[src/rtl/mem_arbiter.sv]
// Two-port (I-cache / D-cache) arbiter in front of one shared block memory; grant costs >= 3 cycles.
// Requesters stall on x_BUSYWAIT until DONE_x; fixed D priority, or round-robin with MEM_ARBITER_ROUND_ROBIN_EN.
module mem_arbiter #(
    parameter int ADDR_W  = 28,
    parameter int BLOCK_W = 128
) (
    input  logic               CLK,
    input  logic               RESET,
    input  logic               I_READ,
    input  logic [ADDR_W-1:0]  I_ADDRESS,
    output logic [BLOCK_W-1:0] I_READDATA,
    output logic               I_BUSYWAIT,
    input  logic               D_READ,
    input  logic               D_WRITE,
    input  logic [ADDR_W-1:0]  D_ADDRESS,
    input  logic [BLOCK_W-1:0] D_WRITEDATA,
    output logic [BLOCK_W-1:0] D_READDATA,
    output logic               D_BUSYWAIT,
    output logic               MEM_READ,
    output logic               MEM_WRITE,
    output logic [ADDR_W-1:0]  MEM_ADDRESS,
    output logic [BLOCK_W-1:0] MEM_WRITEDATA,
    input  logic [BLOCK_W-1:0] MEM_READDATA,
    input  logic               MEM_BUSYWAIT
);

    typedef enum logic [2:0] {IDLE, GRANT_I, GRANT_D, DONE_I, DONE_D} state_t;

    state_t state, state_nxt;
    logic   first_cyc;
    logic   i_pend, d_pend, pick_d, complete;

    assign i_pend = I_READ;
    assign d_pend = D_READ | D_WRITE;

`ifdef MEM_ARBITER_ROUND_ROBIN_EN
    logic last_d;

    assign pick_d = d_pend && (!i_pend || !last_d);

    always_ff @(posedge CLK or negedge RESET) begin
        if (!RESET)
            last_d <= 1'b0;
        else if (state == IDLE && (i_pend || d_pend))
            last_d <= pick_d;
    end
`else
    assign pick_d = d_pend;
`endif

    // Memory busywait during the first grant cycle is stale (memory has not seen the request yet).
    assign complete = (state == GRANT_I || state == GRANT_D) && !first_cyc && !MEM_BUSYWAIT;

    always_ff @(posedge CLK or negedge RESET) begin
        if (!RESET)
            state <= IDLE;
        else
            state <= state_nxt;
    end

    always_comb begin
        state_nxt = state;
        case (state)
            IDLE: begin
                if (pick_d)
                    state_nxt = GRANT_D;
                else if (i_pend)
                    state_nxt = GRANT_I;
            end
            GRANT_I: if (complete) state_nxt = DONE_I;
            GRANT_D: if (complete) state_nxt = DONE_D;
            DONE_I:  state_nxt = IDLE;
            DONE_D:  state_nxt = IDLE;
            default: state_nxt = IDLE;
        endcase
    end

    always_comb begin
        I_BUSYWAIT = i_pend && (state != DONE_I);
        D_BUSYWAIT = d_pend && (state != DONE_D);
    end

    always_ff @(posedge CLK or negedge RESET) begin
        if (!RESET) begin
            first_cyc     <= 1'b0;
            MEM_READ      <= 1'b0;
            MEM_WRITE     <= 1'b0;
            MEM_ADDRESS   <= '0;
            MEM_WRITEDATA <= '0;
            I_READDATA    <= '0;
            D_READDATA    <= '0;
        end else begin
            first_cyc <= 1'b0;
            case (state)
                IDLE: begin
                    if (state_nxt == GRANT_D) begin
                        first_cyc     <= 1'b1;
                        MEM_ADDRESS   <= D_ADDRESS;
                        MEM_WRITEDATA <= D_WRITEDATA;
                        MEM_WRITE     <= D_WRITE;
                        MEM_READ      <= !D_WRITE;
                    end else if (state_nxt == GRANT_I) begin
                        first_cyc   <= 1'b1;
                        MEM_ADDRESS <= I_ADDRESS;
                        MEM_WRITE   <= 1'b0;
                        MEM_READ    <= 1'b1;
                    end
                end
                GRANT_I: begin
                    if (complete) begin
                        MEM_READ   <= 1'b0;
                        MEM_WRITE  <= 1'b0;
                        I_READDATA <= MEM_READDATA;
                    end
                end
                GRANT_D: begin
                    if (complete) begin
                        MEM_READ  <= 1'b0;
                        MEM_WRITE <= 1'b0;
                        if (MEM_READ)
                            D_READDATA <= MEM_READDATA;
                    end
                end
                default: begin
                    MEM_READ  <= 1'b0;
                    MEM_WRITE <= 1'b0;
                end
            endcase
        end
    end

endmodule

[config.mk]
export PLATFORM = sky130hd
export DESIGN_NAME = mem_arbiter
export DESIGN_NICKNAME = d
export VERILOG_FILES = /design/src/rtl/mem_arbiter.sv
export SDC_FILE = /design/constraint.sdc
export NUM_CORES = 1
export LEC_CHECK = 0
export ABC_CLOCK_PERIOD_IN_PS = 2000
export CORE_AREA = 5 5 282 284
export DETAILED_ROUTE_END_ITERATION = 7
export DIE_AREA = 0 0 287 289
export PLACE_DENSITY = 0.5
export SKIP_LAST_GASP = 1
export SYNTH_ARGS = -nofsm -noshare
export SYNTH_HDL_FRONTEND = slang
export SYNTH_SLANG_ARGS = --single-unit
export TNS_END_PERCENT = 20
[constraint.sdc]
create_clock -name CLK -period 2 [get_ports CLK]
set_clock_uncertainty 0.2 [all_clocks]
set_input_delay 0.2 -clock CLK [delete_from_list [all_inputs] [get_ports CLK]]
set_output_delay 0.2 -clock CLK [all_outputs]
set_load 0.03 [all_outputs]
## Word-level counts from Yosys, hierarchy flattened

Cells that the tools add are included.

- Mux-type cells: 17
- Divide/modulo/power cells: 0
- Add/sub/neg operators: 0
- Multiply operators: 0
- Order comparisons: 0
- Equality and inequality tests: 8
- Bitwise gates (word level): 1
- Reduce and logical (&&, ||, !) cells: 16
- Shift operators: 0

Operators by type and width:

| kind | number |
|---|---|
| two-way mux 28 bit | 2 |
| two-way mux 3 bit | 4 |
| one-hot mux 3 bit (3 select lines) | 1 |
| two-way mux 1 bit | 8 |
| AND reduction 2 bit | 4 |
| == test 3 x 1 -> 1 bit, second input constant | 2 |
| == test 3 x 2 -> 1 bit, second input constant | 2 |
| != test 3 bit, second input constant | 2 |
| logical AND 1 bit | 4 |
| one-hot mux 1 bit (2 select lines) | 2 |
| zero test 1 bit | 3 |
| zero test 3 bit | 1 |
| != test 3 x 2 -> 1 bit, second input constant | 1 |
| AND reduction 3 bit | 1 |
| != test 2 x 1 -> 1 bit, second input constant | 1 |
| nonzero test 2 bit | 1 |
| OR reduction 2 bit | 1 |
| logical OR 1 bit | 1 |
| bitwise OR 1 bit | 1 |

- Memories kept: 0
- Bits in latches: 0
- Output and inout bits: 416
- Logic and storage cells: 50
- RAM bits: 0
- Bits in read-only memories: 0
- Register bits: 418

## Longest topological paths before layout

- Word-level depth: 10
- Mapped depth: 7

## Least setup slack after synthesis

No wires, ideal clock.

- Kind: register to register
- Start point: reg state[0]
- End point: reg MEM_WRITEDATA[100]
- Setup time: 125 ps
- Setup slack: 167 ps
- Path buffers: 2
- Data arrival time: 1,508 ps
- Cell stages (with the launch flop): 6
- Data required time: 1,675 ps
- Cell sequence: dfrtp_1 > nor3_2 > and2b_1 > buf_6 > buf_8 > mux2_4

- Cells in the longest elaborated chain, start to end: 8

RTL lines:

| item | RTL line | text |
|---|---|---|
| start, declared | 29 | `state_t state, state_nxt;` |
| start signal, assigned | 58 | `state <= state_nxt;` |
| == test 3 x 1 -> 1 bit / == test 3 x 2 -> 1 bit (equally long branches) | 52, 63 |  |
| logical OR 1 bit | 52 | `assign complete = (state == GRANT_I \|\| state == GRANT_D) && !first_cyc && !MEM_BUSYWAIT;` |
| logical AND 1 bit (2 in series) | 52 |  |
| two-way mux 3 bit, on equally long branches | 71, 70 |  |
| one-hot mux 3 bit (3 select lines) | 63 | `case (state)` |
| == test 3 x 2 -> 1 bit | 96 | `if (state_nxt == GRANT_D) begin` |
| AND reduction 2 bit (no line) * | n/a |  |
| end signal, assigned | 89 | `MEM_WRITEDATA <= '0;` |
| end signal, assigned | 99 | `MEM_WRITEDATA <= D_WRITEDATA;` |
| end, declared | 22 | `output logic [BLOCK_W-1:0] MEM_WRITEDATA,` |

Mark *: on every way between the ends. The rest lies on a longest branch, timed or not.
A chain may end at the register's enable or synchronous reset.

## Worst setup path in the final report

- Start point: reg state[0]
- End point: reg MEM_WRITEDATA[6]

Same word-level chain as after synthesis.

==> flow_summary.toml <==
[run_status]
run_status = "finished with violations"
violations = "setup timing"

[worst_setup_path]
timing.critical_path.cells = "buf_6 -> nor3_4 -> and2b_4 -> buf_12 -> buf_12 -> mux2_1"
timing_endpoint_of_the_critical_path = "MEM_WRITEDATA[6]"
slowest_stage = "sky130_fd_sc_hd__dfrtp_2"
setup.worst_path.start_class = "register"
timing.reg2reg.worst_path_depth = 6
cp_max_fo = 15
timing.rr.start = "state[0]"
worstSetupStartpoint = "state[0]"
critical_path_buf_inv_count = 3
worst-setup-path-type = "register to register"
setup.reg_to_reg.worst_slack_ps = -50
end_kind = "register"
cp_top_family = "buffers and inverters"
worstPathArrival_ps = 2300
crit_top_cell = "sky130_fd_sc_hd__buf_12"
reg2reg_to = "MEM_WRITEDATA[6]"
path_depth = 6
worstPathRequired_ps = 2250
max_stage_delay_ps = 430

[synthesis]
synth.ff_latch_count = 418
post_synth.cell_area_avg_sq_um = 16.77
synthCells = 1018
synth-warning-count = 0
netlist-cell-type-count = 36
syn_nets = 1336
syn-cell-area_sq_mm = 0.01707
ys_seq_area_share_pct = 61.27

[sta]
tightestPinTransition_ps = 931.3
post-route-worst-setup-slack_ps = -53.80
max_clock_freq_ghz = 0.4869
final-hold-violation-count = 0
timing.final.max_slew_violations = 0
final_worst_path_period_share_pct = 102.7
grt_setup_unrepaired = "true"
setup_violations = 221
fin_crit_ps = 2054
final.setup.tns_ps = -4281
worst_rel_slew_slack_pct = 37.71

[clock_network]
clk_root_buffer_cell = "sky130_fd_sc_hd__clkbuf_16"
insertion_delay_ps = 580
cts_tree = "done"
numCtsBuffers = 51
htreeDepth = 2
clock_path_buffers = 3
cts_sinks = 418
clock_pin_slew_on_the_worst_setup_and_hold_paths_ps = 60

[global_route]
global_route_wire_length_before_repair_um = 94930
vias_in_the_first_global_route = 14115
number_of_antenna_violations_at_the_first_check_in_global_routing = 4
grt_start_max_net_pins = 66
gr-usage-all-layers_pct = 14.84
grt_overflow_total = 0

[floorplan]
die_area_sq_mm = 0.08294
initial_utilization_pct = 22.22
die_h_um = 289
row_count = 102
pin_count = 734
fp.dieW_um = 287
floorplan.core_area_sq_mm = 0.07683

[place]
placement.io_buffers = 733
place_hpwl_um = 49540
numPlacedInstances = 2804
gpl.final_weighted_congestion = 0.9129

[drt]
via_count = 12524
drt_iter0_markers = 388
routed-wl-met3_um = 5058
drt-wirelength-per-cell_um = 21.26
routedLengthMet1_um = 24540
route.top_layer_used = "met4"
postRouteAntennaNets = 0
totalWireLength_um = 65320
dr.pass1.iters = 4
met2_length_um = 34230
drt_drc_violations_left = 0
vias_per_cell = 4.075

[pwr]
vdd_drop_max_v = 0.0006233
comb_power_share_pct = 53.2
internal_power_mw = 31.07
clock_power_share_pct = 17.9
power.leakage_nw = 14.55
p_sw_share_pct = 40.91
seq_power_share_pct = 28.9
power.switching_mw = 21.51
power-per-cell-area_mw_per_mm2 = 1762

[min_path]
worst_hold_path_type = "input pin to register"
hold_start = "D_WRITEDATA[119]"

[finish]
mostFrequentLayoutCells = "sky130_fd_sc_hd__clkdlybuf4s50_1, sky130_fd_sc_hd__dfrtp_1, sky130_fd_sc_hd__mux2_4"
fillCellCount = 7269
most_frequent_standard_cell_in_the_layout_excluding_fill_and_tap_cells = "sky130_fd_sc_hd__clkdlybuf4s50_1"
finalNonFillerCells = 3073
final_nets = 2308
synthToLayoutAreaGrowth_pct = 74.77
drive_above_1_share_pct = 20.64

[job]
max_cap_violations = 0
## synthesized netlist by cell type (all sizes together)
cell type    n  share of area, %
a21oi       30              0.88
o41ai        1             0.051
o32ai        1             0.051
dfrtp      418                61
mux2       384                30
a31oi       28               1.0
or2          1             0.037
nand3        1             0.029
o21a         1             0.044
nor2b        1             0.037
nor3b        1             0.073
or3b         1             0.051
nor2         5              0.11
nand2b       1             0.037
nor3         4              0.21
or3          2             0.073
buf         59               2.9
a21boi       1             0.044
and4         1             0.051
o2bb2ai      1             0.051
nand3b       1             0.044
inv          3             0.066
o211a        1             0.059
nand4       28               1.0
and2b        1             0.044
clkbuf      11              0.24
nand2        2             0.044
o31ai       28               1.2
o21ai        1             0.029
## final cells by class
type / instances / area (sq um) / share of cell area [%]
flip-flops and latches: 418 / 10460 / 35.07
repair buffers: 989 / 10210 / 34.24
multi-input cells: 527 / 6125 / 20.53
clock buffers: 75 / 1519 / 5.091
well taps: 1040 / 1301 / 4.361
clock inverters: 18 / 193.9 / 0.6500
inverters: 3 / 11.26 / 0.03774
diodes: 3 / 7.507 / 0.02516
## kinds of logic (layout without fill, tap and decap cells)
logic type | Yosys count | after routing | share of synthesized area (%)
AOI/OAI and AO/OA | 93 | 93 | 3.467
buffers and inverters | 73 | 1085 | 3.225
DFF | 418 | 418 | 61.27
muxes | 384 | 384 | 30.17
other | 0 | 3 | 0
and+or+nand+nor | 50 | 50 | 1.869
## registers in the layout (all words and copies together) (netlist names)
name	cells
MEM_READ	1
MEM_WRITEDATA	128
state	3
first_cyc	1
I_READDATA	128
MEM_ADDRESS	28
MEM_WRITE	1
D_READDATA	128
## worst min-delay path by stage
stage,to,slack [ps],depth (start not counted)
after floorplan,D_READDATA[0],-300,0
after global placement,MEM_WRITEDATA[100],-60,1
after detailed placement,MEM_WRITEDATA[100],-70,1
after CTS,MEM_WRITEDATA[50],0.007,2
after global routing,MEM_WRITEDATA[93],7,2
final,MEM_WRITEDATA[119],40,2
## routing by layer
layer  track usage (%)  vias up
met4             3.570        0
met3             4.729       88
met2             27.68      432
met1             16.43     6368
met5                 0        -
li1                  -     5636
## power by group through the flow
stage          Clock [mW]  Sequential [mW]  Combinational (mW)
4_1_cts              9.78             15.3                28.2
2_1_floorplan           0             23.4                7.54
6_report             9.42             15.2                28.0
3_3_place_gp            0             15.3                28.4
5_1_grt              10.1             15.7                29.2
3_5_place_dp            0             15.4                28.6
## repair_timing
item,in CTS,in global routing
cloned,0,3
hold buffers,161,0
pin swaps,1,1
buffers inserted,5,4
endpoints found under the setup margin,668,631
resized for setup,140,105
hold endpoints to repair,560,0
## through the flow
| stage | hold slack, ps | instance area, sq um | util (%) | power, mW | setup slack [ps] |
|---|---|---|---|---|---|
| 6_report | 39.54 | 29840 | 38.83 | 52.58 | -53.80 |
| 3_5_place_dp | -66.35 | 26210 | 34.11 | 44.02 | -284.9 |
| 4_1_cts | 0.007327 | 29440 | 38.32 | 53.20 | -104.9 |
| 3_3_place_gp | -62.38 | 26210 | 34.11 | 43.72 | -259.0 |
| 2_1_floorplan | -295.6 | 17070 | - | 30.94 | 167.3 |
| 5_1_grt | 7.084 | 29830 | 38.83 | 55.02 | -136.0 |
Power figures use the tool's default switching activity.
==> patch 1 (same flow settings) <==
Set the parameter `ADDR_W` to 42 (it was 28).
--- a/src/rtl/mem_arbiter.sv
+++ b/src/rtl/mem_arbiter.sv
@@ -3,3 +3,3 @@
 module mem_arbiter #(
-    parameter int ADDR_W  = 28,
+    parameter int ADDR_W  = 42,
     parameter int BLOCK_W = 128
Ports: changed (resized D_ADDRESS, I_ADDRESS and MEM_ADDRESS); port bits go from 734 to 776. No check against the original RTL was run, so the function may have changed too.
==> patch 1 against the unedited design <==
  * The run still ends with negative setup slack left
  * Hold slack worse by 0.0082 ns
  * Via count rose by 7.2%
  * Sequential cell count rose by 14
  * Total power grew 0.22%
  * Area after synthesis decreased by 1.0%
  * Routed wire length is 3.2% higher
  * Design area increased by 0.29%
  * Setup slack worse by 0.0084 ns
  * Critical path type is now reg2out
  * Highest routed layer unchanged
==> patch 1: results (changes against the unedited design) <==
Syn Nets: 1449 (+8.5%)
GPL Wtd Cong: 0.820 (-10%)
Slowest Stage Delay on Critical Path: 0.70 ns (+0.27 ns)
first-pass GRT wire length: 98300 um (+3.6%)
I/O Buffers: 775 (+5.7%)
DRT Pass-1 Iters: 5 (+1)
Worst-Skew Late Latency: 0.58 ns (about the same)
run status: finished with violations
detailed-placement wirelength estimate: 52100 um (+5.2%)
# fillers: 7326 (+0.78%)
Initial DRC Count: 445 (+15%)
Crit Path Max Fanout: 2 (-13)
Nets: 2449 (+6.1%)
Area contributors post-synth: dfrtp_1, mux2_2, mux2_1, o31ai_1, a31oi_1
CP max-delay cell: clkdlybuf4s50_1
Distinct cells, synth: 34 (-5.6%)
violations in the final reports: negative setup slack
antenna violations before repair: 2 (-2)
Min Hold Slack: 0.0313 ns (-0.00821 ns)
post-synth top area share: 0.640 (+0.0272)
leakage power: 13.4 nW (-7.5%)
Relative slew margins: 0.640 (+0.263)
worst setup margin: -0.0622 ns (-0.00840 ns)
VDD IR max: 0.835 mV (+34%)
via count: 13420 (+7.2%)
layout cell share with drive strength beyond 1: 0.209 (+0.00247)
Synth top cells by count: dfrtp_1, mux2_2, mux2_1, a21oi_1
Final setup violation count: 311 (+41%)
Seq/Total Area, Yosys: 0.640 (+0.0272)
==> patch 1: cell types whose count changed in the layout (fill, tap and decap cells not counted), moves of 15 or more <==
cell             before  now
clkdlybuf4s50_1     503  615
dlygate4sd2_1       131  100
dlymetal6s2s_1       94   56
mux2_1              162  120
mux2_2                0  264
mux2_4              222    0
o31ai_1              26   41
==> patch 1: layout make-up <==
| type | instances | area share |
|---|---|---|
| antenna | 3 | 0.000251 |
| sequential | 432 | 0.361 |
| inverter | 3 | 0.000376 |
| tap | 1040 | 0.0435 |
| timing repair buffer | 1032 | 0.349 |
| multi-input combinational | 583 | 0.188 |
| clock inverter | 15 | 0.00598 |
| clock buffer | 75 | 0.0508 |
==> patch 1: timing repair <==
item	4_1_cts	5_1_grt
hold buffers	170	0
setup endpoints to repair	519	533
gates resized for setup	108	60
setup buffers	2	3
hold endpoints to repair	568	0
==> patch 1: per-layer routing <==
layer  global-route usage  vias up  routed length (um)
met1                0.177     6814               25200
li1                     -     6071                   -
met3               0.0418       93                4870
met5                    0        -                   0
met2                0.281      442               35400
met4               0.0451        0                1930
==> patch 1: path summary, 6_finish.rpt <==
kind                                            endpoint  depth (start not counted)                           from
max                                    MEM_WRITEDATA[78]                          1  MEM_WRITEDATA[78]$_DFFE_PN0P_
min                          MEM_ADDRESS[29]$_DFFE_PN0P_                          3                  D_ADDRESS[29]
max reg2reg                 MEM_WRITEDATA[5]$_DFFE_PN0P_                          6             state[0]$_DFF_PN0_
min reg2reg                    D_READDATA[8]$_DFFE_PN0P_                          1      D_READDATA[8]$_DFFE_PN0P_
max in group asynchronous             state[2]$_DFF_PN0_                          4                          RESET
min in group asynchronous  MEM_WRITEDATA[90]$_DFFE_PN0P_                          3                          RESET
==> patch 1: cell families (layout without fill, tap and decap cells) <==
group,count (synthesis),in the layout,synth area share
AOI/OAI and AO/OA,135,135,0.0506
and+or+nand+nor,64,64,0.0237
buffers and inverters,88,1125,0.0298
other,0,3,0
muxes,384,384,0.256
DFF,432,432,0.640
==> patch 1: power by group <==
group          total, W  switching [W]  internal, W
combinational    0.0277         0.0159       0.0119
sequential       0.0155        0.00236       0.0132
clock           0.00941        0.00378      0.00563
total            0.0527         0.0220       0.0307
==> patch 1: through the flow <==
stage	total power [W]	area, um^2	setup slack [ns]	setup TNS [ns]	std cells
global placement	0.0439	26400	-0.165	-48.33	2915
finish	0.0527	29900	-0.0622	-5.61	3183
global route	0.0552	29900	-0.146	-40.62	3181
detailed placement	0.0442	26400	-0.171	-46.03	2915
CTS	0.0535	29700	-0.198	-25.28	3177
floorplan	0.0305	16900	0.0129	0	1103
==> patch 2 (same flow settings) <==
Made on the original files. The option `MEM_ARBITER_ROUND_ROBIN_EN` is turned on by a define.
--- a/src/rtl/mem_arbiter.sv
+++ b/src/rtl/mem_arbiter.sv
@@ -2,2 +2,4 @@
 // Requesters stall on x_BUSYWAIT until DONE_x; fixed D priority, or round-robin with MEM_ARBITER_ROUND_ROBIN_EN.
+`define MEM_ARBITER_ROUND_ROBIN_EN
+
 module mem_arbiter #(
Check against the original RTL: not settled (the Yosys comparison gave no result); the edit may change what the design does.
==> patch 2 against the unedited design <==
  * The flow still finishes with violations (negative setup slack)
  * Sequential cell count increased by 1
  * Core utilization fell by 2.2 points
  * Hold slack gained 0.011 ns
  * Routed wire length shrank 4.1%
  * Setup slack better by 0.013 ns
  * Total power is 0.13% lower
  * Sequential power is essentially flat
  * Area after synthesis fell by 3.9%
  * Design area decreased by 5.6%
  * Final cell count is 3.4% lower
  * Critical path type is now reg2out
  * Critical endpoint is now MEM_WRITEDATA[63]
  * Largest power group unchanged
==> patch 2: results (changes against the unedited design) <==
run status: finished with violations
violations in the final reports: negative setup slack
vias in the first global route: 13091 (-7.3%)
Area contributors post-synth: dfrtp_1, mux2_2, mux2_4, buf_6, nand2_1
Distinct cells, synth: 27 (-25%)
Sw Ratio: 0.405 (-0.00361)
Seq/Total Area, Yosys: 0.639 (+0.0267)
layout cell share with drive strength beyond 1: 0.286 (+0.0796)
Initial DRC Count: 304 (-22%)
Tot GR Track Use: 0.141 (-0.00780)
Slowest Stage Delay on Critical Path: 0.70 ns (+0.27 ns)
leakage power: 12.7 nW (-12%)
Slew @ Worst Pin: 0.541 ns (-0.390 ns)
setup TNS: -1.34 ns (+2.94 ns)
final non-filler cell total: 2970 (-3.4%)
Final setup violation count: 140 (-37%)
placed insts: 2776 (-1.0%)
VDD IR max: 1.06 mV (+70%)
Synth top cells by count: dfrtp_1, mux2_2, mux2_4, nand2_1, nor2_1
Nets: 2206 (-4.4%)
placed inst area: 25300 um^2 (-3.3%)
CP max-delay cell: clkdlybuf4s50_1
largest net degree at the start of global routing: 77 (+17%)
Crit path arrival time: 1.64 ns (-0.66 ns)
detailed-placement wirelength estimate: 47200 um (-4.8%)
first-pass GRT wire length: 88500 um (-6.8%)
via count: 11821 (-5.6%)
worst setup margin: -0.0412 ns (+0.0126 ns)
Crit Path Max Fanout: 2 (-13)
Syn Nets: 1319 (-1.3%)
# fillers: 7524 (+3.5%)
WL per Instance: 21.1 um (-0.80%)
CTS buffer count: 49 (-3.9%)
DRT Pass-1 Iters: 6 (+2)
antenna violations before repair: 7 (+3)
Hold Path Class: in2reg
Post-Place Worst Slack: -0.361 ns (-0.0763 ns)
GPL Wtd Cong: 0.823 (-9.9%)
[patch 2: cell count changes after synthesis, moves of 26 or more]
cell | before | now
o31ai_1 | 28 | 0
nand2_1 | 2 | 59
mux2_1 | 164 | 0
a21oi_1 | 30 | 2
nand4_1 | 28 | 0
mux2_2 | 0 | 264
nor2_1 | 5 | 31
mux2_4 | 220 | 120
[patch 2: path summary, 6_finish.rpt]
| check | slack (ns) | to | depth (start not counted) | startpoint |
|---|---|---|---|---|
| min in group asynchronous | 0.52 | D_READDATA[25]$_DFFE_PN0P_ | 3 | RESET |
| worst min register to register | 0.30 | I_READDATA[51]$_DFFE_PN0P_ | 1 | I_READDATA[51]$_DFFE_PN0P_ |
| worst max-delay path | -0.04 | MEM_WRITEDATA[63] | 1 | MEM_WRITEDATA[63]$_DFFE_PN0P_ |
| worst max register to register | -0.02 | D_READDATA[124]$_DFFE_PN0P_ | 5 | state[1]$_DFF_PN0_ |
| worst min-delay path | 0.05 | MEM_WRITEDATA[78]$_DFFE_PN0P_ | 2 | D_WRITEDATA[78] |
| max in group asynchronous | 0.34 | MEM_WRITEDATA[23]$_DFFE_PN0P_ | 4 | RESET |
[patch 2: per-layer routing]
metal | up-vias | share of wire | GRT usage
met5 | - | 0.00022 | 0
met3 | 82 | 0.064 | 0.0404
met1 | 6061 | 0.38 | 0.159
li1 | 5308 | - | -
met2 | 368 | 0.53 | 0.258
met4 | 2 | 0.027 | 0.0419
[patch 2: area by class of cell]
| cell class | instances | area [um^2] | area share |
|---|---|---|---|
| well taps | 1040 | 1300 | 0.0462 |
| repair buffers | 891 | 9210 | 0.327 |
| multi-input cells | 525 | 5540 | 0.197 |
| clock inverters | 15 | 184 | 0.00653 |
| inverters | 2 | 7.51 | 0.000267 |
| flip-flops and latches | 419 | 10500 | 0.372 |
| clock buffers | 71 | 1420 | 0.0505 |
| diodes | 7 | 17.5 | 0.000622 |
[patch 2: power groups by stage]
stage	registers [W]	clock network [W]	logic [W]
floorplan	0.0234	0	0.00754
global route	0.0157	0.00969	0.0295
finish	0.0152	0.00900	0.0283
global placement	0.0153	0	0.0283
detailed placement	0.0154	0	0.0284
CTS	0.0152	0.00935	0.0281
[patch 2: worst register-to-register path, cell delays in order, from the launching register on]
cell and delay, ns:
dfrtp_2 0.43, buf_4 0.14, and4b_2 0.24, nand2_8 0.16, buf_12 0.23, mux2_2 0.47
[patch 2: repair_timing]
item,CTS,global route
gates resized for setup,102,55
hold endpoints to repair,474,0
pin swaps,1,2
gates cloned,0,10
endpoints found under the setup margin,492,684
setup buffers,5,5
hold buffers,81,0
[patch 2: logic make-up after synthesis]
group,synth area share
AOI/OAI and AO/OA,0.0171
muxes,0.291
and+or+nand+nor,0.0243
DFF,0.639
buffers and inverters,0.0281
